### config.mk
export PLATFORM = sky130hd
export DESIGN_NAME = output_process_uart
export DESIGN_NICKNAME = d
export VERILOG_FILES = /design/src/rtl/output_process_uart_pkg.sv /design/src/rtl/output_process_uart_fifo.sv /design/src/rtl/output_process_uart.sv
export SDC_FILE = /design/constraint.sdc
export NUM_CORES = 2
export LEC_CHECK = 0
export CORE_ASPECT_RATIO = 0.6
export CORE_MARGIN = 8
export CORE_UTILIZATION = 55
export CTS_CLUSTER_SIZE = 25
export DETAILED_ROUTE_END_ITERATION = 10
export GPL_ROUTABILITY_DRIVEN = 0
export GPL_TIMING_DRIVEN = 0
export PLACE_DENSITY = 0.78
export REMOVE_ABC_BUFFERS = 1
export SKIP_CTS_REPAIR_TIMING = 1
export SLEW_MARGIN = 20
export SYNTH_ARGS = -nofsm -noshare
export SYNTH_HDL_FRONTEND = slang
export SYNTH_SLANG_ARGS = --single-unit
### constraint.sdc
create_clock -name CLK -period 8.8 [get_ports CLK]
set_input_delay 1.76 -clock CLK [delete_from_list [all_inputs] [get_ports CLK]]
set_output_delay 1.76 -clock CLK [all_outputs]
set_load 0.005 [all_outputs]
### src/rtl/output_process_uart_pkg.sv
// Shared definitions for the UART output path: FSM encodings, byte order and the
// idle-gap length that the far-end receiver uses as its end-of-message timeout.
package output_process_uart_pkg;

   localparam logic [2:0] ST_IDLE    = 3'd0;
   localparam logic [2:0] ST_POP     = 3'd1;
   localparam logic [2:0] ST_LATCH   = 3'd2;
   localparam logic [2:0] ST_SEND_HI = 3'd3;
   localparam logic [2:0] ST_SEND_LO = 3'd4;
   localparam logic [2:0] ST_GAP     = 3'd5;

   localparam int GAP_CYCLES_DEFAULT = 2048;

   // The first byte on the wire is the high byte of each 16-bit word.
   localparam bit HIGH_BYTE_FIRST = 1'b1;

   function automatic logic [7:0] first_byte(input logic [15:0] w);
      return HIGH_BYTE_FIRST ? w[15:8] : w[7:0];
   endfunction

   function automatic logic [7:0] second_byte(input logic [15:0] w);
      return HIGH_BYTE_FIRST ? w[7:0] : w[15:8];
   endfunction

endpackage

### src/rtl/output_process_uart_fifo.sv
// Single-clock 16-bit word FIFO, registered read (q valid one cycle after rdreq),
// asynchronous active-low clear of pointers and fill level.
module uart_tx_fifo #(
   parameter int AW = 7
) (
   input  logic          CLK,
   input  logic          RST,
   input  logic          wrreq,
   input  logic [15:0]   data,
   input  logic          rdreq,
   output logic [15:0]   q,
   output logic          empty,
   output logic          full,
   output logic [AW:0]   usedw
);

   localparam logic [AW:0] DEPTH = (AW+1)'(1 << AW);

   logic [15:0]   mem_reg [0:(1<<AW)-1];
   logic [15:0]   q_reg;
   logic [AW-1:0] wr_ptr_reg;
   logic [AW-1:0] rd_ptr_reg;
   logic [AW:0]   used_reg;
   logic          wr_en;
   logic          rd_en;

   assign empty = (used_reg == '0);
   assign full  = (used_reg == DEPTH);
   assign wr_en = wrreq & ~full;
   assign rd_en = rdreq & ~empty;
   assign usedw = used_reg;
   assign q     = q_reg;

   // Storage and read port carry no reset so they map onto block RAM.
   always_ff @(posedge CLK) begin
      if (wr_en)
         mem_reg[wr_ptr_reg] <= data;
      if (rd_en)
         q_reg <= mem_reg[rd_ptr_reg];
   end

   always_ff @(posedge CLK or negedge RST) begin
      if (!RST) begin
         wr_ptr_reg <= '0;
         rd_ptr_reg <= '0;
         used_reg   <= '0;
      end else begin
         if (wr_en)
            wr_ptr_reg <= wr_ptr_reg + 1'b1;
         if (rd_en)
            rd_ptr_reg <= rd_ptr_reg + 1'b1;
         case ({wr_en, rd_en})
            2'b10:   used_reg <= used_reg + 1'b1;
            2'b01:   used_reg <= used_reg - 1'b1;
            default: used_reg <= used_reg;
         endcase
      end
   end

endmodule

### src/rtl/output_process_uart.sv
// Serialises FIFO-held 16-bit words to a byte-wide UART transmitter, then holds the
// line idle for a fixed gap so the far end closes the message on its idle timeout.
module output_process_uart
   import output_process_uart_pkg::*;
#(
   parameter int AW         = 7,
   parameter int GAP_CYCLES = GAP_CYCLES_DEFAULT,
   parameter int GAP_W      = 16
) (
   input  logic          CLK,
   input  logic          RST,
   input  logic          WR_REQ,
   input  logic [15:0]   DATA_IN,
   input  logic          START,
   input  logic [7:0]    MSG_LEN,
   input  logic          PARITY_IN,
   output logic [7:0]    tx_data,
   output logic          tx_valid,
   input  logic          tx_ready,
   output logic          BUSY,
   output logic          DONE,
   output logic [AW:0]   WR_USED,
   output logic          OVF,
   output logic          ERR_START,
   output logic [2:0]    state_mon
);

   localparam logic [GAP_W-1:0] GAP_LAST = GAP_W'(GAP_CYCLES - 1);

   logic [2:0]       state_reg;
   logic [15:0]      word_reg;
   logic [7:0]       word_cnt_reg;
   logic             par_reg;
   logic [GAP_W-1:0] gap_cnt_reg;
   logic [7:0]       tx_data_reg;
   logic             tx_valid_reg;
   logic             busy_reg;
   logic             done_reg;
   logic             ovf_reg;
   logic             err_start_reg;

   logic             fifo_rdreq;
   logic [15:0]      fifo_q;
   logic             fifo_empty;
   logic             fifo_full;

   assign fifo_rdreq = (state_reg == ST_POP) && !fifo_empty;

   uart_tx_fifo #(.AW(AW)) u_fifo (
      .CLK   (CLK),
      .RST   (RST),
      .wrreq (WR_REQ),
      .data  (DATA_IN),
      .rdreq (fifo_rdreq),
      .q     (fifo_q),
      .empty (fifo_empty),
      .full  (fifo_full),
      .usedw (WR_USED)
   );

   always_ff @(posedge CLK or negedge RST) begin
      if (!RST) begin
         state_reg     <= ST_IDLE;
         word_reg      <= '0;
         word_cnt_reg  <= '0;
         par_reg       <= 1'b0;
         gap_cnt_reg   <= '0;
         tx_data_reg   <= '0;
         tx_valid_reg  <= 1'b0;
         busy_reg      <= 1'b0;
         done_reg      <= 1'b0;
         ovf_reg       <= 1'b0;
         err_start_reg <= 1'b0;
      end else begin
         done_reg <= 1'b0;
         if (WR_REQ && fifo_full)
            ovf_reg <= 1'b1;
         if (START && busy_reg)
            err_start_reg <= 1'b1;

         case (state_reg)
            ST_IDLE: begin
               if (START) begin
                  if (MSG_LEN == 8'd0) begin
                     done_reg <= 1'b1;
                  end else begin
                     word_cnt_reg <= MSG_LEN;
                     par_reg      <= PARITY_IN;
                     busy_reg     <= 1'b1;
                     state_reg    <= ST_POP;
                  end
               end
            end
            ST_POP: begin
               // An empty FIFO just stalls here until the writer catches up.
               if (!fifo_empty)
                  state_reg <= ST_LATCH;
            end
            ST_LATCH: begin
               word_reg     <= fifo_q;
               word_cnt_reg <= word_cnt_reg - 8'd1;
               state_reg    <= ST_SEND_HI;
            end
            ST_SEND_HI: begin
               if (!tx_valid_reg) begin
                  tx_valid_reg <= 1'b1;
                  tx_data_reg  <= first_byte(word_reg);
               end else if (tx_ready) begin
                  if (word_cnt_reg == 8'd0 && par_reg) begin
                     tx_valid_reg <= 1'b0;
                     gap_cnt_reg  <= '0;
                     state_reg    <= ST_GAP;
                  end else begin
                     tx_data_reg <= second_byte(word_reg);
                     state_reg   <= ST_SEND_LO;
                  end
               end
            end
            ST_SEND_LO: begin
               if (tx_valid_reg && tx_ready) begin
                  tx_valid_reg <= 1'b0;
                  if (word_cnt_reg != 8'd0) begin
                     state_reg <= ST_POP;
                  end else begin
                     gap_cnt_reg <= '0;
                     state_reg   <= ST_GAP;
                  end
               end
            end
            ST_GAP: begin
               if (gap_cnt_reg == GAP_LAST) begin
                  done_reg  <= 1'b1;
                  busy_reg  <= 1'b0;
                  state_reg <= ST_IDLE;
               end else begin
                  gap_cnt_reg <= gap_cnt_reg + 1'b1;
               end
            end
            default: state_reg <= ST_IDLE;
         endcase
      end
   end

   assign tx_data   = tx_data_reg;
   assign tx_valid  = tx_valid_reg;
   assign BUSY      = busy_reg;
   assign DONE      = done_reg;
   assign OVF       = ovf_reg;
   assign ERR_START = err_start_reg;
   assign state_mon = state_reg;

endmodule

==> results.ini <==
[run_status]
status = complete, no violations

[worst_setup_path]
cpMostUsedCell = inv_1
crit_path_cell_trace = clkdlybuf4s50_1 > inv_1 > a31oi_1 > inv_1 > nor2_1 > nand3_4 > nor2_4
cp_slowest_stage_delay_ns = 0.90
critPathKind = in -> reg
worst_ep_required_time_ns = 9.22
worstSetupEndpointType = flop
cpMaxStageDelayCell = nor2_4
startpoint_type = input port
crit_arrival_ns = 5.42
path_delay_family = simple AND/OR/NAND/NOR gates
critPathBufInv = 3
cp_max_fo = 16

[grt]
grt_usage_pct = 24.9
grt_pass1_wl_um = 302000
grt_pass1_vias = 42330
grt_antenna_before_repair = 4
grt_overflow = 0
grt_max_degree = 105

[timing]
fin_ws_ns = 3.80
setup_viol = 0
slew_viol_final = 0
worst_slew_pin_slew_ns = 1.18
relSlewSlack_pct = 21.2
period_share_pct = 56.9
hold_viol = 0
rsz0062_at_grt = no
clock_skew_ns = 0.0410
max_freq_mhz = 200
fin_hold_ws_ns = 0.447
min_period_ns = 5.00

[power]
combinationalPowerShare_pct = 29.1
powerDensity_nw_per_um2 = 293
power_report.internal_total_w = 0.0190
power.share.clock_pct = 27.8
ir_worst_vdd_mv = 0.225
p_leak_nw = 30.3
power_switching_w = 0.00867
switching_share_pct = 31.3
seq_power_share_pct = 43.1

[job]
max-cap-violations = 0

[synth]
synth_edf_count = 2064
avgSynthCellArea_um2 = 20.1
yosysUniqueCellTypes = 76
synthFlopType = edfxtp_1
yosys_register_bits = 2143
async_flop_share_pct = 3.69
synthCells = 4173
netlist.top_cell.by_area = edfxtp_1
syn_area_um2 = 84000
synth_top_area_share_pct = 73.8
ys_seq_area_share_pct = 76.1
synth_area_leaders = edfxtp_1 74%, mux4_2 10%, mux2i_1 3.5%
ys_warn_count = 0

[route]
routedWlPerCell_um = 32.2
drt-total-wl_um = 210000
firstDrtPassIters = 6
via_count = 43826
drc_errors = 0
initialDrtViolationCount = 7572
vias_per_cell = 6.72
ant_nets = 0

[floorplanning]
rows = 111
io_pins = 54
dieArea_um2 = 166000
core_um2 = 152000
start_util_pct = 55.2
die_w_um = 521
die_h_um = 319

[layout]
antenna_cells = 0
fin_area_um2 = 94600
final_util_pct = 62.2
nets = 4389
areaGrowthSynthToFinish_pct = 12.7
final_cells = 6523
drive_above_1_share_pct = 23.3
largest_register_ffs = 2048
nFillCells = 9971

[clock_network]
clk_latency_ns = 0.81
clk_path_buf_depth = 3
htreeDepth = 4
cts.sinks = 2143
cts_root_buffer = clkbuf_16
path_clk_slew_ns = 0.07
cts_buffers = 177
cts_tree = built

[placement]
dp_hpwl_um = 131000
portBuffers = 53
place_area_um2 = 89100
dp_slack_ns = 3.11
dp.cells = 6206

[min_path]
min_path_type = reg -> reg

cells by family after synthesis:
family	share of synthesized area [%]
DFF	76.1
muxes	14.6
and+or+nand+nor	3.15
AOI/OAI and AO/OA	3.74
buffers and inverters	1.90
xor gates and xnor gates	0.375
adders and majority gates	0.119
power by group through the flow:
stage / Clock [W] / Sequential [W] / Combinational (W)
detailed placement: 0 / 0.0121 / 0.00787
global placement: 0 / 0.0129 / 0.00697
floorplan: 0 / 0.0127 / 0.00605
CTS: 0.00773 / 0.0119 / 0.00795
global route: 0.00812 / 0.0120 / 0.00840
finish: 0.00769 / 0.0119 / 0.00806
cell usage in the layout, fill, tap and decap left out, drive strengths merged, types with 52 or more instances in the layout:
cell | netlist | routed
clkinv | 0 | 79
mux2 | 52 | 52
edfxtp | 2064 | 2064
buf | 165 | 194
o22ai | 54 | 54
nor2 | 198 | 198
mux4 | 385 | 385
mux2i | 294 | 294
a22oi | 81 | 81
a21oi | 56 | 56
nand2 | 177 | 177
dfrtp | 79 | 79
clkbuf | 66 | 219
synthesized netlist by cell type, types with 25 or more instances:
master,number
nand4_1,25
a21oi_1,56
o221ai_1,34
a22o_1,32
buf_4,60
o21ai_0,47
buf_6,34
clkbuf_1,66
edfxtp_1,2064
buf_2,56
xnor2_1,29
mux2_2,52
nor2_1,198
dfrtp_1,79
nand2_1,177
mux4_2,375
nand3_1,39
mux2i_1,294
a22oi_1,80
o22ai_1,54
worst register-to-register path: cells and delay by family, from the launching register on:
| family | cells | cell delay [ns] |
|---|---|---|
| flops | 1 | 0.69 |
| buf+inv | 4 | 1.29 |
| simple gates | 2 | 1.17 |
| compound gates | 4 | 1.45 |
per-layer routing:
layer  track usage [%]  up-vias  wire [µm]
met2              34.9     3293      89800
met1              37.4    22644      83200
met3              8.75      341      31900
met4              6.52        2       5250
li1                  -    17546          -
met5                 0        -         13
worst paths after layout:
path	endpoint	from	cells past startpoint	slack, ns
max	u_fifo.mem_reg[3][11]$_DFFE_PP_	WR_REQ	7	3.80
min	word_reg[13]$_DFFE_PN0N_	u_fifo.q[13]$_DFFE_PP_	2	0.45
max reg2reg	u_fifo.q[9]$_DFFE_PP_	u_fifo.rd_ptr_reg[0]$_DFFE_PN0P_	10	3.95
min reg2reg	word_reg[13]$_DFFE_PN0N_	u_fifo.q[13]$_DFFE_PP_	2	0.45
max in group asynchronous	u_fifo.rd_ptr_reg[3]$_DFFE_PN0P_	RST	2	7.23
min in group asynchronous	OVF$_DFFE_PN0P_	RST	1	0.91
metrics by stage:
stage / TNS (ns) / total power [W]
global placement: -469.19 / 0.0198
detailed placement: 0 / 0.0200
global route: 0 / 0.0285
finish: 0 / 0.0277
CTS: 0 / 0.0276
floorplan: -184.67 / 0.0188
cell type report:
type	count	area [µm²]	area share [%]
Clock buffer	219	4710	4.98
Tap cell	2034	2540	2.69
Multi-Input combinational cell	1779	19000	20.0
Timing Repair Buffer	230	3550	3.76
Sequential cell	2143	64000	67.6
Clock inverter	98	795	0.840
Inverter	20	85.1	0.0899
(Power assumes the default switching activity.)
